### config.mk
export PLATFORM = sky130hd
export DESIGN_NAME = bcd_display_decoder
export DESIGN_NICKNAME = d
export VERILOG_FILES = /design/src/rtl/bcd_display_decoder.sv
export SDC_FILE = /design/constraint.sdc
export NUM_CORES = 1
export LEC_CHECK = 0
export ABC_AREA = 1
export BUFFER_PORTS_ARGS = -buffer_cell sky130_fd_sc_hd__buf_2
export CORE_MARGIN = 2
export CORE_UTILIZATION = 50
export CTS_CLUSTER_DIAMETER = 120
export DETAILED_ROUTE_END_ITERATION = 6
export HOLD_SLACK_MARGIN = 0.02
export PLACE_DENSITY = 0.69
export SLEW_MARGIN = 25
export SYNTH_ARGS = -nofsm -noshare
export SYNTH_HDL_FRONTEND = slang
export SYNTH_SLANG_ARGS = --single-unit
export TNS_END_PERCENT = 100
### constraint.sdc
create_clock -name CLK -period 4.3 [get_ports CLK]
set_input_delay 0.86 -clock CLK [delete_from_list [all_inputs] [get_ports CLK]]
set_output_delay 0.86 -clock CLK [all_outputs]
set_load 0.1 [all_outputs]
### src/rtl/bcd_display_decoder.sv
// Sequential binary-to-BCD decoder (double dabble) for the 7-seg path.
// Produces packed BCD digits, sign flag and leading-zero blank mask.
module bcd_display_decoder #(
  parameter int WIDTH  = 16,
  parameter int DIGITS = 5,
  parameter int SIGNED = 0
) (
  input  logic                  CLK,
  input  logic                  RST_N,
  input  logic                  start,
  input  logic [WIDTH-1:0]      Din,
  output logic                  busy,
  output logic                  done,
  output logic [4*DIGITS-1:0]   Dout_bcd,
  output logic                  neg,
  output logic [DIGITS-1:0]     blank,
  output logic [3:0]            Dis_1,
  output logic [3:0]            Dis_2
);

  localparam int BW = 4 * DIGITS;
  localparam int CW = $clog2(WIDTH + 1);
  localparam logic [DIGITS-1:0] BLANK_RST = ~(DIGITS'(1));

  typedef enum logic {
    IDLE,
    CONV
  } state_t;

  state_t          state_q;
  state_t          state_d;
  logic [WIDTH-1:0] mag_q;
  logic [BW-1:0]    scr_q;
  logic [CW-1:0]    cnt_q;
  logic             sign_q;
  logic [BW-1:0]    bcd_q;
  logic             neg_q;
  logic [DIGITS-1:0] blank_q;
  logic             done_q;

  logic             neg_in;
  logic [WIDTH-1:0] mag_in;
  logic [BW-1:0]    adj;
  logic [BW-1:0]    step_bcd;
  logic [WIDTH-1:0] step_mag;
  logic [DIGITS-1:0] blank_d;
  logic             last;
  logic             zero_run;

  // Negative inputs are converted as their magnitude.
  assign neg_in = (SIGNED != 0) && Din[WIDTH-1];
  assign mag_in = neg_in ? (~Din + WIDTH'(1)) : Din;
  assign last   = (state_q == CONV) && (cnt_q == CW'(WIDTH - 1));

  // One double-dabble step: add 3 to nibbles >= 5, then shift left.
  always_comb begin
    adj = scr_q;
    for (int i = 0; i < DIGITS; i++) begin
      if (scr_q[4*i +: 4] >= 4'd5)
        adj[4*i +: 4] = scr_q[4*i +: 4] + 4'd3;
    end
    step_bcd = {adj[BW-2:0], mag_q[WIDTH-1]};
    step_mag = {mag_q[WIDTH-2:0], 1'b0};
  end

  // Leading-zero mask from the final digits; ones digit always shown.
  always_comb begin
    blank_d  = '0;
    zero_run = 1'b1;
    for (int i = DIGITS - 1; i >= 1; i--) begin
      zero_run   = zero_run & (step_bcd[4*i +: 4] == 4'd0);
      blank_d[i] = zero_run;
    end
  end

  // State register.
  always_ff @(posedge CLK) begin
    if (!RST_N) state_q <= IDLE;
    else        state_q <= state_d;
  end

  // Next-state: accept start in IDLE, return after the last shift.
  always_comb begin
    state_d = state_q;
    unique case (state_q)
      IDLE: if (start) state_d = CONV;
      CONV: if (last)  state_d = IDLE;
      default: state_d = IDLE;
    endcase
  end

  // Shift datapath and output registers; outputs load only on completion.
  always_ff @(posedge CLK) begin
    if (!RST_N) begin
      mag_q   <= '0;
      scr_q   <= '0;
      cnt_q   <= '0;
      sign_q  <= 1'b0;
      bcd_q   <= '0;
      neg_q   <= 1'b0;
      blank_q <= BLANK_RST;
      done_q  <= 1'b0;
    end else begin
      done_q <= 1'b0;
      if (state_q == IDLE && start) begin
        mag_q  <= mag_in;
        sign_q <= neg_in;
        scr_q  <= '0;
        cnt_q  <= '0;
      end else if (state_q == CONV) begin
        mag_q <= step_mag;
        scr_q <= step_bcd;
        cnt_q <= cnt_q + CW'(1);
        if (last) begin
          bcd_q   <= step_bcd;
          neg_q   <= sign_q;
          blank_q <= blank_d;
          done_q  <= 1'b1;
        end
      end
    end
  end

  assign busy     = (state_q == CONV);
  assign done     = done_q;
  assign Dout_bcd = bcd_q;
  assign neg      = neg_q;
  assign blank    = blank_q;
  assign Dis_1    = bcd_q[3:0];
  assign Dis_2    = bcd_q[7:4];

endmodule

==> impl_metrics.toml, run 1 <==
[clock_tree]
cts_tree = "done"
cts.path.max_buffers = 2
cts-hold-fix-buffers = 0
cts.root.buffer_cell = "clkbuf_8"
post-cts-setup-buffers = 0
cts_num_sinks = 67
clk-insertion-delay-late_ns = 0.33
cts_made_buffers = 9
cts-htree-levels = 3
cts-resized-gates = 0
clk_pin_slew_worst_paths_ns = 0.07

[yosys]
synth-seq-area-share = 0.404
synthesis.area_um2 = 3320
synth_top_area_cell = "dfxtp_1"
average_cell_area_after_synthesis_um2 = 7.29
ys_types = 32
synth_commonest_cells = "nand2_1 (124), dfxtp_1 (67), inv_1 (58)"
ys_async_sr_fraction = 0
postSynthRegisterBits = 67
netlist_instances = 456
synth.most_common_cell = "nand2_1"
edff_count_synth = 0
dominant_register_cell_in_the_synthesized_netlist = "dfxtp_1"
ys_warn_count = 0
synthDominantCellAreaShare = 0.404
ys_top_cells_by_area = "dfxtp_1 (40%), nand2_1 (14%), inv_1 (6.6%)"

[grt]
antenna_found_initial = 0
grt_pass1_vias = 2711
grt_overflow_total = 0
grt_most_used_layer = "met2"
first_pass_grt_wire_length_um = 11800
grt_max_degree = 42
grtUsageTotal = 0.202
groute.layer.met1.usage = 0.261
m2_gr_usage = 0.323
groute.layer.met3.usage = 0.0472

[place]
dp_slack_ns = 1.70
dp.final_hpwl_um = 4900
finalWeightedCongestion = 0.836
portBuffers = 52

[critical_path]
critical_path.top_delay_family = "flip-flops"
worst_setup_path_start_kind = "flop"
cp_data_arrival_time_ns = 1.48
ff2ff_path_depth = 5
critical_path.max_stage_delay_ns = 0.63
path_cells = "buf_2"
cp.buffers_inverters = 1
worstPathRequired_ns = 3.44
reg2reg_setup_slack_ns = 2.16
type_of_destination_of_the_critical_path = "primary output"
critical_path_peak_fanout = 21
worst-path-stages = 1
crit_slowest_cell = "dfxtp_2"
path_class = "flop to primary output"

[detailed_routing]
detail_route.first_pass.iterations = 4
totalWireLength_um = 7000
detail_route.drc_violations = 0
number_of_vias_per_cell = 5.00
drtIter0Drc = 142
wl_per_cell_um = 12.2
routed-via-count = 2858
antenna_left = 0

[timing]
worst_slew_margin_rel = 0.546
worst-slew-pin-transition_ns = 0.680
setup_viol = 0
fin_worst_skew_ns = 0.00592
final-hold-violation-count = 0
final.period_utilization = 0.545
rsz0062_at_grt = "no"
fin_tns_setup_ns = 0
fin_crit_ns = 2.34
layout_setup_ws_ns = 1.96
report.final.slew_viol_count = 0
fmax_mhz = 427

[die]
core_region_area_um2 = 6390
floorplan.io_pins = 55
die-area_um2 = 7310
start_util = 0.520
chipHeight_um = 85.5
std_cell_rows = 29
die_w_um = 85.5

[cells_and_area]
post_route_cells_drive_above_1_share = 0.196
layout-area-overhead-vs-synth_pct = 10.4
num-nets-final = 525
filler_cell_count = 641
antenna_cells_inserted = 0

[power]
vdd_drop_max_uv = 180
power_density_nw_per_um2 = 346
power.leakage_nw = 1.90

[flow_run]
max_capacitance_violation_total = 0

[worst_hold_path]
min_delay_path_depth = 2
hold_path.class = "flop to flop"

[outcome]
status = "finished, final reports clean"
==> worst reg2reg max path, delay by kind of cell (launching register included) <==
kind | cells | cell delay [ns]
compound gates | 1 | 0.21
flops | 1 | 0.63
simple gates | 2 | 0.55
buf+inv | 2 | 0.65
==> final timing paths <==
| check | to | start |
|---|---|---|
| min | Dout_bcd[14] | Dout_bcd[14] |
| max reg2reg | blank[4] | busy |
| min reg2reg | Dout_bcd[14] | Dout_bcd[14] |
| max | busy | busy |
==> report_power, final <==
part / total, W / leakage [nW] / internal (W) / switching, W
Clock: 0.000442 / 0.0803 / 0.000228 / 0.000213
Sequential: 0.000662 / 0.545 / 0.000642 / 0.0000206
Combinational: 0.000165 / 1.28 / 0.0000527 / 0.000112
==> area by class of cell <==
cell class,count,area [um2],share of cell area
clock buffers,12,155,0.0423
multi-input cells,298,1560,0.426
well taps,77,96.3,0.0263
inverters,65,244,0.0665
flip-flops and latches,67,1340,0.366
repair buffers,53,268,0.0730
==> through the flow <==
| stage | cell area (um2) | cells | hold slack [ns] | total power, W | util |
|---|---|---|---|---|---|
| final | 3670 | 572 | 0.473 | 0.00127 | 0.575 |
| after global routing | 3670 | 572 | 0.509 | 0.00133 | 0.575 |
| after CTS | 3670 | 572 | 0.475 | 0.00128 | 0.575 |
| after detailed placement | 3510 | 560 | 0.464 | 0.000840 | 0.550 |
| after global placement | 3510 | 560 | 0.461 | 0.000836 | 0.550 |
| after floorplan | 3330 | 457 | 0.438 | 0.000807 | - |
==> cell usage in the layout, fill, tap and decap left out, drive strengths merged <==
master and instances:
nor3 6, buf 53, nand3 46, o21a 1, dfxtp 67, a21oi 15
xor2 1, o22a 1, conb 2, ha 12, nor2 21, o21ai 35
nand4 8, and2 1, o211ai 13, inv 65, clkbuf 12, nand2 135
a31oi 1
==> logic make-up after synthesis <==
logic type / synth area share
compound gates: 0.116
buf+inv: 0.127
xor+xnor: 0.00264
simple gates: 0.305
other cells: 0.00113
fa+ha+maj: 0.0452
flops: 0.404
==> layer usage <==
metal | wire, um | share of wire | vias to the layer above
li1 | - | - | 1519
met1 | 3460 | 0.49 | 1285
met2 | 3200 | 0.46 | 46
met3 | 237 | 0.034 | 8
met4 | 102 | 0.015 | 0
met5 | 0 | 0 | -
==> registers in the layout, summed over array words and instances (netlist names) <==
register	flops
Dout_bcd	20
blank	4
busy	1
cnt_q	5
done	1
mag_q	16
scr_q	20
No activity file was read; power rests on OpenSTA's default activity.
==> run 2, diff against run 1 <==
==> constraint.sdc (replaced) <==
create_clock -name CLK -period 2.3 [get_ports CLK]
set_input_delay 0.46 -clock CLK [delete_from_list [all_inputs] [get_ports CLK]]
set_output_delay 0.46 -clock CLK [all_outputs]
set_load 0.1 [all_outputs]
==> run 2 against run 1 <==
Net effect:
- count of clock-buffer cells in the layout is 1 lower
- final area increased by 2.1%
- clock skew up 0.0032 ns
- routed wire length grew 1.7%
- die area is the same
- power up 100%
- utilization grew 1.2 points
- largest cell class unchanged
- highest routed layer unchanged
==> impl_metrics.toml, run 2 (synthesis gave the netlist of run 1 again) <==
[cells_and_area]
layout.cells.most_common_list = "nand2_1 (124), dfxtp_1 (66), inv_1 (58)"
antenna_cells_inserted = 0
final_util = 0.587
most_common_library_cell_in_the_layout_ignoring_fill_and_taps = "nand2_1"
post_route_cells_drive_above_1_share = 0.207
layout-area-overhead-vs-synth_pct = 12.7
num-nets-final = 528

[flow_run]
max_capacitance_violation_total = 0

[critical_path]
type_of_destination_of_the_critical_path = "flop"
r2r-start = "cnt_q[1]"
worst_setup_path_start_kind = "flop"
path_class = "flop to flop"
timing.critical_path.from = "cnt_q[1]"
worstPathRequired_ns = 2.53
cp_data_arrival_time_ns = 2.11
critical_path_peak_fanout = 24

[grt]
grt_max_degree = 38
antenna_found_initial = 0
grt_overflow_total = 0
first_pass_grt_wire_length_um = 11700
grtUsageTotal = 0.200
grt_pass1_vias = 2554

[timing]
final.period_utilization = 0.818
fin_tns_setup_ns = 0
fmax_mhz = 531
final-hold-violation-count = 0
fin_worst_skew_ns = 0.00912
rsz0062_at_grt = "no"
layout_setup_ws_ns = 0.418
setup_viol = 0
report.final.slew_viol_count = 0
fin_crit_ns = 1.88

[clock_tree]
cts.path.max_buffers = 2
clk-insertion-delay-late_ns = 0.34
cts.root.buffer_cell = "clkbuf_8"
cts-hold-fix-buffers = 0
cts_made_buffers = 9
cts-resized-gates = 0
clk_pin_slew_worst_paths_ns = 0.07
cts-htree-levels = 3
cts_tree = "done"
post-cts-setup-buffers = 0
cts_num_sinks = 67

[die]
core_region_area_um2 = 6390
std_cell_rows = 29
die-area_um2 = 7310
die_w_um = 85.5
start_util = 0.520
chipHeight_um = 85.5
floorplan.io_pins = 55

[worst_hold_path]
hp-start = "Din[0]"
hold_path.class = "primary input to flop"

[detailed_routing]
totalWireLength_um = 7120
number_of_vias_per_cell = 5.06
antenna_left = 0
detail_route.drc_violations = 0
drtIter0Drc = 165
wl_per_cell_um = 12.3
detail_route.first_pass.iterations = 5
routed-via-count = 2929

[place]
dp_slack_ns = 0.438
finalWeightedCongestion = 0.767
portBuffers = 52
dp.final_hpwl_um = 4990

[power]
power_density_nw_per_um2 = 676
vdd_drop_max_uv = 451
power.leakage_nw = 1.94

[outcome]
status = "finished, final reports clean"
run 2: cell types whose count changed in the layout (fill, tap and decap cells not counted), sizes merged:
cell	delta
clkbuf	-1
clkinvlp	+1
buf	+3
clkinv	+3
bufinv	+1
run 2: layout make-up:
| cell class | count | area (um2) |
|---|---|---|
| clock buffer | 11 | 141 |
| clock inverter | 5 | 52.6 |
| fill | 626 | 2640 |
| inverter | 65 | 244 |
| multi-input combinational | 298 | 1560 |
| sequential | 67 | 1340 |
| tap | 77 | 96.3 |
| timing repair buffer | 56 | 305 |
run 2: metrics by stage:
stage	total power, W	instance area (um2)	cells	hold slack [ns]
after floorplan	0.00151	3330	457	0.438
after global placement	0.00157	3550	563	0.458
after detailed placement	0.00158	3550	563	0.465
after CTS	0.00255	3750	579	0.369
after global routing	0.00264	3750	579	0.375
final	0.00253	3750	579	0.373
run 2: worst paths after layout:
check | end | slack [ns] | cells past startpoint
min reg2reg | mag_q[0] | 0.47 | 2
min | mag_q[0] | 0.37 | 3
max | blank[4] | 0.42 | 8
max reg2reg | blank[4] | 0.42 | 8
run 2: power by group:
part	switching, W	total [W]	internal (W)
clock network	0.000454	0.000979	0.000525
registers	0.0000329	0.00123	0.00120
logic	0.000216	0.000323	0.000107
run 2: per-layer routing:
layer / track usage / wire length, um
met5: 0 / 0
met4: 0.0851 / 94
met3: 0.0356 / 333
met2: 0.324 / 3330
met1: 0.264 / 3360
run 2: worst max-delay path, stage by stage (launching register included):
cell and delay [ns]:
dfxtp_1 0.39, ha_1 0.19, inv_1 0.06, nor3_1 0.13, ha_1 0.23, nand2_4 0.21, nor2_8 0.19, inv_2 0.16
o22a_1 0.21
==> run 3, diff against run 2 <==
==> constraint.sdc (replaced) <==
create_clock -name CLK -period 1.85 [get_ports CLK]
set_input_delay 0.37 -clock CLK [delete_from_list [all_inputs] [get_ports CLK]]
set_output_delay 0.37 -clock CLK [all_outputs]
set_load 0.1 [all_outputs]
==> run 3 against run 2 <==
Net effect:
- maximum frequency rose by 13%
- sequential power is 24% higher
- die area unchanged
- clock power increased by 26%
- utilization is 0.55 points higher
- routed wire length fell by 0.42%
- non-clock buffer count up 4
- global-route usage up 0.48 points
- combinational power is 26% higher
- clock skew decreased by 0.0014 ns
- largest power group unchanged
==> impl_metrics.toml, run 3 (synthesis gave the netlist of run 1 again) <==
[power]
p_clk_frac = 0.387
power.share.switching = 0.268
total_switching_power_w = 0.000850
power_density_nw_per_um2 = 838
total_power_w = 0.00317
cell_internal_power_w = 0.00232
vdd_drop_max_uv = 479
combPwrFrac = 0.128
power.leakage_nw = 1.96
share_seq_of_total_power = 0.484

[detailed_routing]
totalWireLength_um = 7090
wl_per_cell_um = 12.2
antenna_left = 0
detail_route.first_pass.iterations = 5
number_of_vias_per_cell = 4.99
routed-via-count = 2904
drtIter0Drc = 150
detail_route.drc_violations = 0

[outcome]
status = "finished, final reports clean"

[grt]
grt_max_degree = 37
antenna_found_initial = 0
grt_overflow_total = 0
grt_pass1_vias = 2651
first_pass_grt_wire_length_um = 11900
grtUsageTotal = 0.205

[timing]
setup_viol = 0
layout_setup_ws_ns = 0.178
fin_tns_setup_ns = 0
fin_worst_skew_ns = 0.00772
final.period_utilization = 0.904
fin_crit_ns = 1.67
report.final.slew_viol_count = 0
final-hold-violation-count = 0
fmax_mhz = 598
rsz0062_at_grt = "no"

[die]
die-area_um2 = 7310
die_w_um = 85.5
floorplan.io_pins = 55
chipHeight_um = 85.5
start_util = 0.520
std_cell_rows = 29
core_region_area_um2 = 6390

[worst_hold_path]
hp-start = "Din[0]"
hold_path.class = "primary input to flop"
min_delay_worst_endpoint = "mag_q[0]"
min_delay_path_depth = 3

[critical_path]
path_cells = "ha_1, inv_1, nor3_1, ha_2, nand2_4, buf_4, nand2_1, nor2_1, a21oi_2"
worst_setup_path_start_kind = "flop"
critical_path_peak_fanout = 23
crit_slowest_cell = "dfxtp_1"
type_of_destination_of_the_critical_path = "flop"
path_class = "flop to flop"
reg2reg_setup_slack_ns = 0.18
worstPathRequired_ns = 2.13
worst-path-stages = 9
critical_path.top_delay_family = "adder cells"
r2r-start = "cnt_q[1]"
cp.buffers_inverters = 2
ff2ff_path_depth = 9
worst_r2r_dst = "blank[3]"
critical_path.max_stage_delay_ns = 0.38
cp_data_arrival_time_ns = 1.95

[place]
portBuffers = 52
dp_slack_ns = 0.137
dp.final_hpwl_um = 5120
finalWeightedCongestion = 0.768

[flow_run]
max_capacitance_violation_total = 0

[clock_tree]
clk_pin_slew_worst_paths_ns = 0.07
cts-hold-fix-buffers = 0
cts_num_sinks = 67
cts_tree = "done"
cts_made_buffers = 9
cts.path.max_buffers = 2
cts-htree-levels = 3
cts.root.buffer_cell = "clkbuf_8"
clk-insertion-delay-late_ns = 0.34

[cells_and_area]
layout.cells.most_common_list = "nand2_1 (124), dfxtp_1 (66), inv_1 (58)"
post_route_cells_drive_above_1_share = 0.212
most_common_library_cell_in_the_layout_ignoring_fill_and_taps = "nand2_1"
antenna_cells_inserted = 0
layout-area-overhead-vs-synth_pct = 13.8
num-nets-final = 532
run 3: cell types whose count changed in the layout (fill, tap and decap cells not counted), sizes merged:
| cell | change |
|---|---|
| buf | +4 |
| clkbuf | +2 |
| clkinv | -2 |
| clkinvlp | -1 |
run 3: per-layer routing:
layer,track usage,wire length (um),vias to the layer above
li1,-,-,1539
met4,0.0794,89,0
met2,0.322,3270,57
met1,0.276,3440,1302
met3,0.0443,279,6
met5,0,0,-
run 3: how the worst max path moves through the flow:
stage / slack [ns] / startpoint / endpoint
floorplan: 0.11 / Dout_bcd[0] / Dout_bcd[0]
global placement: 0.21 / cnt_q[0] / blank[4]
detailed placement: 0.14 / cnt_q[1] / blank[4]
CTS: 0.11 / cnt_q[1] / blank[4]
global route: 0.006 / cnt_q[1] / blank[3]
finish: 0.18 / cnt_q[1] / blank[3]
run 3: what timing repair did:
item | CTS | global route
endpoints found under the hold margin | 0 | 0
buffers inserted | 0 | 0
endpoints found under the setup margin | 0 | 7
resized for setup | 0 | 3
run 3: per-stage QoR:
| stage | std cells | utilization | hold WS, ns | area [um2] |
|---|---|---|---|---|
| detailed placement | 567 | 0.561 | 0.458 | 3580 |
| global route | 582 | 0.592 | 0.277 | 3780 |
| finish | 582 | 0.592 | 0.287 | 3780 |
| global placement | 567 | 0.561 | 0.460 | 3580 |
| floorplan | 457 | - | 0.438 | 3330 |
| CTS | 582 | 0.591 | 0.268 | 3780 |
run 3: power groups by stage:
stage | clock [W] | combinational, W | sequential [W]
2_1_floorplan | 0 | 0.000314 | 0.00156
3_3_place_gp | 0 | 0.000399 | 0.00157
3_5_place_dp | 0 | 0.000408 | 0.00157
4_1_cts | 0.00125 | 0.000409 | 0.00153
5_1_grt | 0.00131 | 0.000461 | 0.00154
6_report | 0.00123 | 0.000407 | 0.00153
run 3: final cells by class:
class,count,area [um2]
clock buffer,13,159
fill,605,2610
clock inverter,2,35.0
inverter,65,246
sequential,67,1340
timing repair buffer,60,335
tap,77,96.3
multi-input combinational,298,1570
run 3: tightest hold or removal path: stages:
cell	delay, ns
buf_2	0.10
nand2_1	0.05
a21oi_1	0.05
